<file path="src/rtl/adder_pkg.sv">
// Shared types for the sliced adder: FSM state, flag bundle and the
// elaboration-time slice/width consistency check.
package adder_pkg;

    typedef enum logic [1:0] {
        IDLE = 2'd0,
        RUN  = 2'd1,
        DONE = 2'd2
    } adder_state_t;

    typedef struct packed {
        logic n;
        logic z;
        logic c;
        logic v;
    } adder_flags_t;

    function automatic bit slice_cfg_ok(input int width, input int slice);
        return (slice > 0) && (width >= slice) && ((width % slice) == 0);
    endfunction

endpackage

</file>
<file path="src/rtl/adder_slice.sv">
// Combinational SLICE-bit ripple-carry adder built from fullAdder cells.
module adder_slice #(
    parameter int SLICE = 16
) (
    input  logic [SLICE-1:0] i_a,
    input  logic [SLICE-1:0] i_b,
    input  logic             i_cin,
    output logic [SLICE-1:0] o_sum,
    output logic             o_cout
);

    logic [SLICE:0] w_c;

    assign w_c[0] = i_cin;

    for (genvar i = 0; i < SLICE; i++) begin : g_bit
        fullAdder u_fa (
            .i_a   (i_a[i]),
            .i_b   (i_b[i]),
            .i_cin (w_c[i]),
            .o_sum (o_sum[i]),
            .o_cout(w_c[i+1])
        );
    end

    assign o_cout = w_c[SLICE];

endmodule

</file>
<file path="src/rtl/fullAdder.sv">
// One-bit full adder; the leaf cell of the slice ripple chain.
module fullAdder (
    input  logic i_a,
    input  logic i_b,
    input  logic i_cin,
    output logic o_sum,
    output logic o_cout
);

    assign o_sum  = i_a ^ i_b ^ i_cin;
    assign o_cout = (i_a & i_b) | (i_cin & (i_a ^ i_b));

endmodule

</file>
<file path="src/rtl/sliced_adder.sv">
// Multi-cycle WIDTH-bit add/subtract, SLICE bits per clock, with N/Z/C/V flags.
// Define SLICED_ADDER_FLAGS_EN to compute overflow/zero/negative; otherwise they read 0.
module sliced_adder
    import adder_pkg::*;
#(
    parameter int WIDTH = 64,
    parameter int SLICE = 16
) (
    input  logic             clk,
    input  logic             reset,
    input  logic             in_valid,
    output logic             in_ready,
    input  logic [WIDTH-1:0] a,
    input  logic [WIDTH-1:0] b,
    input  logic             sub,
    input  logic             carryin,
    output logic             out_valid,
    input  logic             out_ready,
    output logic [WIDTH-1:0] result,
    output logic             carryout,
    output logic             overflow,
    output logic             zero,
    output logic             negative
);

    localparam int NSLICE = WIDTH / SLICE;
    localparam int CW     = (NSLICE > 1) ? $clog2(NSLICE) : 1;
    localparam logic [CW-1:0] K_LAST = CW'(NSLICE - 1);

    if (!slice_cfg_ok(WIDTH, SLICE)) begin : g_cfg_err
        $error("sliced_adder: WIDTH must be a positive multiple of SLICE");
    end

    adder_state_t     r_state, w_state_nxt;
    logic [CW-1:0]    r_k;
    logic [WIDTH-1:0] r_a, r_b, r_result, w_result_nxt;
    logic             r_carry;
    adder_flags_t     r_flags, w_flags_nxt;
    logic [SLICE-1:0] w_sum_slice;
    logic             w_cout_slice;

    adder_slice #(.SLICE(SLICE)) u_slice (
        .i_a   (r_a[r_k*SLICE +: SLICE]),
        .i_b   (r_b[r_k*SLICE +: SLICE]),
        .i_cin (r_carry),
        .o_sum (w_sum_slice),
        .o_cout(w_cout_slice)
    );

    always_ff @(posedge clk) begin
        if (reset) r_state <= IDLE;
        else       r_state <= w_state_nxt;
    end

    always_comb begin
        w_state_nxt = r_state;
        in_ready    = 1'b0;
        out_valid   = 1'b0;
        case (r_state)
            IDLE: begin
                in_ready = 1'b1;
                if (in_valid) w_state_nxt = RUN;
            end
            RUN: begin
                if (r_k == K_LAST) w_state_nxt = DONE;
            end
            DONE: begin
                out_valid = 1'b1;
                if (out_ready) w_state_nxt = IDLE;
            end
            default: w_state_nxt = IDLE;
        endcase
    end

    // The final slice's flags must see the complete result, so build it before the register.
    always_comb begin
        w_result_nxt = r_result;
        w_result_nxt[r_k*SLICE +: SLICE] = w_sum_slice;
    end

    always_comb begin
        w_flags_nxt   = '0;
        w_flags_nxt.c = w_cout_slice;
`ifdef SLICED_ADDER_FLAGS_EN
        w_flags_nxt.n = w_result_nxt[WIDTH-1];
        w_flags_nxt.z = ~|w_result_nxt;
        w_flags_nxt.v = (r_a[WIDTH-1] == r_b[WIDTH-1]) &&
                        (w_result_nxt[WIDTH-1] != r_a[WIDTH-1]);
`endif
    end

    always_ff @(posedge clk) begin
        if (reset) begin
            r_k      <= '0;
            r_carry  <= 1'b0;
            r_result <= '0;
            r_flags  <= '0;
        end else begin
            case (r_state)
                IDLE: begin
                    if (in_valid) begin
                        r_a     <= a;
                        r_b     <= sub ? ~b : b;
                        r_carry <= carryin;
                        r_k     <= '0;
                    end
                end
                RUN: begin
                    r_result <= w_result_nxt;
                    r_carry  <= w_cout_slice;
                    r_k      <= r_k + 1'b1;
                    if (r_k == K_LAST) r_flags <= w_flags_nxt;
                end
                default: ;
            endcase
        end
    end

    assign result   = r_result;
    assign carryout = r_flags.c;
    assign overflow = r_flags.v;
    assign zero     = r_flags.z;
    assign negative = r_flags.n;

endmodule

</file>
<file path="config.mk">
export PLATFORM = sky130hd
export DESIGN_NAME = sliced_adder
export DESIGN_NICKNAME = d
export VERILOG_FILES = /design/src/rtl/adder_pkg.sv /design/src/rtl/adder_slice.sv /design/src/rtl/fullAdder.sv /design/src/rtl/sliced_adder.sv
export SDC_FILE = /design/constraint.sdc
export NUM_CORES = 1
export LEC_CHECK = 0
export CORE_MARGIN = 2
export CORE_UTILIZATION = 45
export DETAILED_ROUTE_END_ITERATION = 8
export PLACE_DENSITY = 0.74
export SYNTH_ARGS = -nofsm -noshare
export SYNTH_HDL_FRONTEND = slang
export SYNTH_SLANG_ARGS = --single-unit
</file>
<file path="constraint.sdc">
create_clock -name clk -period 13.8 [get_ports clk]
set_input_delay 2.76 -clock clk [delete_from_list [all_inputs] [get_ports clk]]
set_output_delay 2.76 -clock clk [all_outputs]
set_load 0.01 [all_outputs]
</file>
==> Yosys cells after proc, flatten, opt, wreduce, memory -nomap -nowiden <==
Cells that the tools add are included.
{ "classes": {"n_addsub": 2, "n_eq_ne": 6, "n_shift": 4, "mux": 12, "bitwise_logic": 82, "n_reduce_logical": 6} }
{ "op_table": {"columns": ["cell", "count"], "rows": [
  ["64-bit by 7-bit indexed part select with 16-bit output", 2],
  ["64-bit bitwise mux", 1],
  ["64-bit two-way mux", 1],
  ["64-bit inverter", 1],
  ["16-bit by 34-bit variable shift with 64-bit output, first input constant", 1],
  ["16-bit by 34-bit indexed part select with 64-bit output", 1],
  ["6-bit negator with 34-bit output", 1],
  ["1-bit bitwise AND", 32],
  ["1-bit bitwise XOR", 32],
  ["1-bit bitwise OR", 16],
  ["2-bit two-way mux", 4],
  ["2-bit inequality test, second input constant", 3],
  ["2-bit case mux with 3 select lines", 1],
  ["3-bit AND reduction", 2],
  ["2-bit == test, second input constant", 2],
  ["2-bit case mux with 2 select lines", 1],
  ["2-bit AND reduction", 2],
  ["1-bit two-way mux", 3],
  ["2-bit by 1-bit adder with 2-bit output, second input constant", 1],
  ["2-bit by 1-bit == test with 1-bit output, second input constant", 1],
  ["2-bit logical NOT", 1],
  ["1-bit case mux with 2 select lines", 1],
  ["2-bit nonzero test", 1],
  ["1-bit inverter", 1]
]} }
{ "word_totals": {"reg_bits": 198, "in_bits": 134, "output_inout_bits": 70, "wordCells": 119} }

==> Logic depth before layout (Yosys ltp) <==
Gate-level depths: netlist of the first run.
{ "logic_depth": {"depth_word": 35, "mapped_depth": 25, "ltp_nobuf": 23} }

==> Hierarchy <==
From an unflattened synthesis of the first run, not the netlist that was laid out.
{ "unflattened": {"hier_cells": 519, "hier_area_um2": 8069.0} }
{ "modules_own_cells": {"columns": ["mod", "instances", "cells_each", "area_per_inst_um2", "seq_area_each_um2"], "rows": [
  ["sliced_adder", 1, 503, 7748.7, 5245.0],
  ["fullAdder", 16, 1, 20.0, 0.0]
]} }

==> Least setup slack after synthesis of the first run <==
No wires, ideal clock.
{ "synth_timing": {"path_type": "input to register", "startpoint": "input reset", "endpoint": "register r_a[0] (enable)", "setup_ps": 772, "arrival_ps": 11710, "required_time_ps": 13028, "setup_slack_ps": 1318, "stages": 2, "n_path_buf": 1, "path_cell_list": "buf_1 > nor3_1"} }
{ "synth_via": {"elab_chain_cells": 2} }
{ "synth_rtl": {"columns": ["item", "line", "rtl"], "rows": [
  ["start: declaration", "sliced_adder.sv:10", "input logic reset,"],
  ["1-bit inverter (no line)", null, null],
  ["3-bit AND reduction (no line)", null, null],
  ["end signal: assignment", "sliced_adder.sv:102", "r_a <= a;"],
  ["end: declaration", "sliced_adder.sv:36", "logic [WIDTH-1:0] r_a, r_b, r_result, w_result_nxt;"]
]} }
No other way between the ends.
A chain may end at the register's enable or synchronous reset.

==> Worst setup path in the final report of the first run <==
{ "layout_timing": {"startpoint": "register r_k[0]", "endpoint": "register r_result[63], in the netlist result[63]"} }
{ "layout_via": {"elab_chain_cells": 35, "word_cells_on_any_way": 83} }
{ "layout_rtl": {"columns": ["item", "line", "rtl"], "rows": [
  ["start: declaration", "sliced_adder.sv:35", "logic [CW-1:0] r_k;"],
  ["start signal: assignment", "sliced_adder.sv:111", "r_k <= r_k + 1'b1;"],
  ["64-bit by 7-bit indexed part select with 16-bit output (on tied branches)", "sliced_adder.sv:43, sliced_adder.sv:44", null],
  ["1-bit bitwise XOR", "fullAdder.sv:10, fullAdder.sv:11", null],
  ["1-bit bitwise AND", "fullAdder.sv:11", "assign o_cout = (i_a & i_b) | (i_cin & (i_a ^ i_b));"],
  ["1-bit bitwise OR", "fullAdder.sv:11", null],
  ["1-bit bitwise AND", "fullAdder.sv:11", null],
  ["1-bit bitwise OR", "fullAdder.sv:11", null],
  ["1-bit bitwise AND", "fullAdder.sv:11", null],
  ["1-bit bitwise OR", "fullAdder.sv:11", null],
  ["[... 19 more ...]", null, null],
  ["1-bit bitwise OR", "fullAdder.sv:11", null],
  ["1-bit bitwise AND", "fullAdder.sv:11", null],
  ["1-bit bitwise OR", "fullAdder.sv:11", null],
  ["1-bit bitwise AND", "fullAdder.sv:11", null],
  ["1-bit bitwise OR", "fullAdder.sv:11", null],
  ["1-bit bitwise XOR", "fullAdder.sv:10", "assign o_sum = i_a ^ i_b ^ i_cin;"],
  ["16-bit by 34-bit indexed part select with 64-bit output", "sliced_adder.sv:78", "w_result_nxt[r_k*SLICE +: SLICE] = w_sum_slice;"],
  ["64-bit bitwise mux (*)", "sliced_adder.sv:78", null],
  ["end signal: assignment", "sliced_adder.sv:109", "r_result <= w_result_nxt;"],
  ["end: declaration", "sliced_adder.sv:36", null]
]} }
Mark *: on every way between the ends. The rest lies on a longest branch, timed or not.

==> results of run 1 <==
-- how the worst min path moves through the flow --
stage	startpoint	endpoint	slack, ns	cells after the start
after floorplan	result[15]	result[15]	0.49	2
after CTS	result[20]	result[20]	0.48	2
final	result[20]	result[20]	0.48	2
after global routing	result[10]	result[10]	0.50	2
after global placement	result[54]	result[54]	0.46	2
after detailed placement	result[20]	result[20]	0.47	2
-- metal layers --
metal	wire, um	GRT usage [%]
met1	7887	25.76
met2	8891	31.48
met3	1257	3.590
met4	246	5.901
met5	0	0
-- worst max-delay path: cells and delay by family (launching register included) --
kind	cells	cell delay, ns
buffers and inverters	5	0.82
and+or+nand+nor	1	0.08
muxes	1	0.32
adders and majority gates	16	5.75
AOI/OAI and AO/OA	1	0.09
DFF	1	0.59
-- logic make-up after synthesis --
logic type	share of synthesized area, %
AND/OR/NAND/NOR	6.228
adder cells (fa/ha/maj)	4.731
multiplexers	8.862
XOR/XNOR	6.707
buffers and inverters	4.087
AO/OA/AOI/OAI	6.587
other	0.04487
flip-flops	62.75
-- registers in the layout (all words and copies together) (netlist names) --
name      cells
carryout      1
r_a          64
r_b          64
r_carry       1
r_k           2
r_state       2
result       64
-- cell usage in the layout (no fill, tap or decap), drive strengths merged, types with 2 or more instances in the layout --
master | synthesis | final
mux4 | 32 | 32
nor2b | 2 | 2
xor2 | 64 | 64
o31ai | 48 | 48
o21ai | 8 | 8
clkdlybuf4s50 | 0 | 199
buf | 23 | 6
inv | 34 | 38
nor3 | 9 | 9
nand2 | 7 | 7
mux2i | 2 | 2
ha | 6 | 6
clkinvlp | 0 | 4
clkinv | 0 | 4
nor4b | 2 | 2
nand3 | 60 | 60
conb | 1 | 3
nor2 | 8 | 8
nand3b | 6 | 6
a31o | 7 | 7
edfxtp | 128 | 128
clkbuf | 21 | 19
dfxtp | 70 | 70
nand2b | 2 | 2
fa | 16 | 16
-- synthesized netlist by cell type (2+ instances only) --
master	count	area, sq um
edfxtp_1	128	3844
dfxtp_1	70	1401
xor2_1	64	560.5
nand3_1	60	300.3
o31ai_1	41	307.8
inv_1	33	123.9
mux4_2	32	720.7
clkbuf_1	21	78.83
fa_1	16	320.3
buf_2	12	60.06
nor2_1	8	30.03
nor3_1	8	40.04
o21ai_0	8	40.04
a31o_2	7	61.31
nand2_1	7	26.28
o31ai_2	7	87.58
ha_1	6	75.07
nand3b_1	6	45.04
buf_1	5	18.77
buf_4	3	22.52
buf_6	3	33.78
mux2i_1	2	20.02
nand2b_1	2	12.51
nor2b_1	2	12.51
nor4b_1	2	17.52
-- metrics by stage --
stage	hold slack, ns	total power [mW]	std cells
after floorplan	0.4939	0.7812	568
after global placement	0.4604	0.8558	958
after detailed placement	0.4660	0.8620	958
after CTS	0.4760	1.323	990
after global routing	0.4983	1.358	990
final	0.4756	1.314	990
-- power groups by stage --
| stage | logic (mW) | registers [mW] | clock network (mW) |
|---|---|---|---|
| floorplan | 0.0958 | 0.685 | 0 |
| global placement | 0.174 | 0.682 | 0 |
| detailed placement | 0.178 | 0.684 | 0 |
| CTS | 0.179 | 0.670 | 0.474 |
| global route | 0.193 | 0.672 | 0.493 |
| finish | 0.177 | 0.670 | 0.466 |
-- final cells by class --
type / count / area, sq um / area share (%)
multi-input combinational: 292 / 2784 / 25.22
tap: 229 / 286.5 / 2.595
sequential: 198 / 5248 / 47.53
inverter: 34 / 127.6 / 1.156
clock buffer: 19 / 432.9 / 3.922
timing repair buffer: 205 / 2037 / 18.45
clock inverter: 13 / 123.9 / 1.122
==> results.json, run 1 <==
{
  "cts_resized": 0,
  "htreeDepth": 4,
  "critPathMaxFanout": 29,
  "grt-ovfl-total": 0,
  "netSwitchingPower_mw": 0.3162,
  "slew_headroom_pct": 13.37,
  "die-width_um": 140.3,
  "first_global_vias": 5325,
  "place_ws_ns": 5.892,
  "wl_per_cell_um": 18.47,
  "ctsHoldBuffers": 0,
  "dieHeight_um": 140.3,
  "vias": 5198,
  "synthFlopType": "edfxtp_1",
  "hpwlAfterDp_um": 13440,
  "crit_path_start": "r_k[0]",
  "grt_setup_unrepaired": "false",
  "period_minus_slack_ns": 7.849,
  "seq_area_frac_synth_pct": 62.75,
  "path_cells": "buf_4, mux4_2, inv_1, fa_1, fa_1, inv_1, fa_1, fa_1, inv_1, fa_1, fa_1, fa_1, fa_1, fa_1, fa_1, fa_1, fa_1, fa_1, fa_1, inv_1, fa_1, fa_1, nand2_1, o21ai_0",
  "clkSinkCount": 198,
  "path_class": "reg2reg",
  "wl_um": 18280,
  "io_buffers": 200,
  "postSynth.asyncResetShare_pct": 0,
  "grt_use_total_pct": 19.03,
  "comb_power_share_pct": 13.5,
  "first_iter_violations": 380,
  "cts_made_buffers": 17,
  "cts_buffer_depth": 2,
  "synth_edf_count": 128,
  "grt_max_degree": 93,
  "max_stage_delay_ns": 0.59,
  "cpMostUsedCell": "fa_1",
  "cts_tree": "done",
  "crit_path_end_kind": "register",
  "drv_cap": 0,
  "first_pass_iters": 5,
  "synth_area_per_cell_sq_um": 14.77,
  "finalWorstSetupSlack_ns": 5.951,
  "reg2reg_depth": 24,
  "die_area_sq_um": 19680,
  "rrSetupSlack_ns": 5.95,
  "setup_viol": 0,
  "cp_slowest_cell": "dfxtp_2",
  "power_density_nw_per_um2": 119.0,
  "rows": 49,
  "grt_pass1_wl_um": 28660,
  "fill_cells": 1335,
  "route.detailed.drc": 0,
  "dpl-instance-area_sq_um": 10480,
  "p_leak_nw": 3.811,
  "place.gp.congestion": 0.8264,
  "finalCritPeriodShare_pct": 56.88,
  "max_freq_mhz": 127.4,
  "reg2reg_from": "r_k[0]",
  "start_kind": "register",
  "required_ns": 14.04,
  "finalClockSkew_ns": 0.01054,
  "drive_above_1_share_pct": 11.30,
  "antenna_found_initial": 0,
  "io_pins": 204,
  "yosys_warnings": 0,
  "hold_path_class": "reg2reg",
  "power.share.clock_pct": 35.5,
  "rr_endpoint": "result[63]",
  "initial_utilization_pct": 46.21,
  "syn_inst": 566,
  "num_antenna_cells": 0,
  "coreArea_sq_um": 18090,
  "tns_ns": 0,
  "clk_root_buffer_cell": "clkbuf_16",
  "clkSlewWorstSetupHoldPaths_ns": 0.07,
  "cp-endpoint": "result[63]",
  "viasPerCell": 5.251,
  "final_util_pct": 61.04,
  "ys_types": 38,
  "tightest_slew_ns": 1.296,
  "antenna_left": 0,
  "fin_area_sq_um": 11040,
  "areaGrowthSynthToFinish_pct": 32.08,
  "hold_viol": 0,
  "syn_area_sq_um": 8358,
  "cp_data_arrival_time_ns": 8.09,
  "final_nets": 904,
  "cts_setup_buffers": 0,
  "yosys_register_bits": 198,
  "swShare_pct": 24.07,
  "outcome": "finished clean",
  "slew_viol_final": 0,
  "peakVddDrop_uv": 90.68,
  "power.share.sequential_pct": 51.0,
  "worstSkewPairLatency_ns": 0.43,
  "intPower_mw": 0.9975
}
Power figures use the tool's default switching activity.
==> run 2, diff against run 1 <==
clock period = 7.3 ns   (was 13.8 ns; I/O delays follow)
==> results.json, run 2 (synthesis results as in run 1) <==
{
  "first_global_vias": 5325,
  "drv_cap": 0,
  "slew_headroom_pct": 14.71,
  "hold_path_class": "reg2reg",
  "clkSlewWorstSetupHoldPaths_ns": 0.07,
  "crit_path_end_kind": "register",
  "outcome": "finished clean",
  "p_leak_nw": 3.834,
  "initial_utilization_pct": 46.21,
  "required_ns": 7.54,
  "setup_viol": 0,
  "grt-ovfl-total": 0,
  "ctsHoldBuffers": 0,
  "finalCritPeriodShare_pct": 96.08,
  "layout_common_cells": "199 x clkdlybuf4s50_1, 128 x edfxtp_1, 68 x dfxtp_1",
  "clk_root_buffer_cell": "clkbuf_16",
  "route.detailed.drc": 0,
  "final_common_cell": "clkdlybuf4s50_1",
  "hpwlAfterDp_um": 13440,
  "antenna_found_initial": 0,
  "peakVddDrop_uv": 162.8,
  "netSwitchingPower_mw": 0.5728,
  "comb_power_share_pct": 13.5,
  "first_iter_violations": 395,
  "swShare_pct": 22.72,
  "final_nets": 908,
  "cts_tree": "done",
  "cts_made_buffers": 17,
  "clkSinkCount": 198,
  "slew_viol_final": 0,
  "max_freq_mhz": 142.6,
  "multi_input_area_sq_um": 2798,
  "power.share.sequential_pct": 50.2,
  "place.gp.congestion": 0.8535,
  "hold_viol": 0,
  "wl_um": 18180,
  "grt_max_degree": 65,
  "die-width_um": 140.3,
  "num_antenna_cells": 0,
  "power.share.clock_pct": 36.4,
  "total_power_mw": 2.521,
  "tightest_slew_ns": 1.276,
  "finalClockSkew_ns": 0.01419,
  "areaGrowthSynthToFinish_pct": 32.80,
  "power_density_nw_per_um2": 227.1,
  "path_class": "reg2reg",
  "cts_buffer_depth": 2,
  "cp_data_arrival_time_ns": 7.26,
  "io_pins": 204,
  "grt_setup_unrepaired": "false",
  "tns_ns": 0,
  "viasPerCell": 5.316,
  "antenna_left": 0,
  "coreArea_sq_um": 18090,
  "htreeDepth": 4,
  "worstSkewPairLatency_ns": 0.43,
  "wl_per_cell_um": 18.33,
  "cts_setup_buffers": 0,
  "io_buffers": 200,
  "drive_above_1_share_pct": 11.80,
  "fill_cells": 1336,
  "seq_area_sq_um": 5250,
  "dieHeight_um": 140.3,
  "critPathMaxFanout": 7,
  "rows": 49,
  "die_area_sq_um": 19680,
  "grt_use_total_pct": 19.13,
  "grt_pass1_wl_um": 28500,
  "vias": 5273,
  "first_pass_iters": 7,
  "intPower_mw": 1.948,
  "period_minus_slack_ns": 7.014,
  "start_kind": "register"
}
-- run 2: cell count changes in the layout (fill, tap and decap cells not counted), moves of 2 or more --
cell / previous run / this run
fa_1: 16 / 13
inv_6: 3 / 0
clkinv_4: 2 / 0
buf_4: 6 / 10
clkbuf_1: 2 / 4
fa_2: 0 / 3
bufinv_16: 1 / 3
-- run 2: critical path, cell delays in order, from the launching register on --
cell	delay (ns)
dfxtp_4	0.38
mux4_2	0.35
inv_1	0.05
fa_1	0.40
fa_1	0.37
inv_1	0.09
fa_1	0.18
fa_1	0.17
inv_1	0.06
fa_1	0.40
fa_1	0.40
fa_1	0.41
fa_1	0.39
fa_1	0.39
fa_2	0.35
fa_1	0.38
fa_1	0.39
fa_2	0.35
fa_1	0.39
inv_1	0.09
fa_1	0.19
fa_2	0.47
nand2_1	0.09
o21ai_0	0.09
-- run 2: path summary, 6_finish.rpt --
path | from | to | slack (ns) | cells after the start
max | r_k[0] | result[63] | 0.29 | 23
min | result[12] | result[12] | 0.47 | 2
max reg2reg | r_k[0] | result[63] | 0.29 | 23
min reg2reg | result[12] | result[12] | 0.47 | 2
-- run 2: layout make-up --
type	count	share of cell area, %
flip-flops and latches	198	47.30
multi-input cells	292	25.21
repair buffers	209	18.62
clock buffers	21	3.968
well taps	229	2.581
clock inverters	9	1.172
inverters	34	1.150
-- run 2: power groups by stage --
stage          Clock (mW)  Sequential, mW  Combinational [mW]
6_report            0.917            1.27               0.339
5_1_grt             0.969            1.27               0.369
4_1_cts             0.932            1.27               0.339
3_5_place_dp            0            1.29               0.339
3_3_place_gp            0            1.29               0.332
2_1_floorplan           0            1.29               0.181
-- run 2: timing repair --
| item | CTS | global route |
|---|---|---|
| endpoints found under the hold margin | 0 | 0 |
| resized for setup | 0 | 4 |
| setup endpoints to repair | 0 | 6 |
-- run 2: routing by layer --
layer | up-vias | share of wire (%) | GRT usage, % | wire [um]
li1 | 2461 | - | - | -
met1 | 2510 | 42 | 25.98 | 7719
met2 | 267 | 47 | 30.52 | 8614
met3 | 35 | 8.0 | 4.205 | 1455
met4 | 0 | 2.1 | 7.071 | 390
met5 | - | 0 | 0 | 0
-- run 2: per-stage QoR --
stage | area (sq um) | hold WS, ns | util (%) | cells | worst slack [ns]
floorplan | 8371 | 0.4939 | - | 568 | 0.1338
global placement | 10520 | 0.4578 | 58.16 | 962 | 0.3502
detailed placement | 10520 | 0.4623 | 58.16 | 962 | 0.2510
CTS | 11090 | 0.4713 | 61.31 | 992 | 0.1787
global route | 11100 | 0.4885 | 61.37 | 992 | 0.006874
finish | 11100 | 0.4682 | 61.37 | 992 | 0.2862
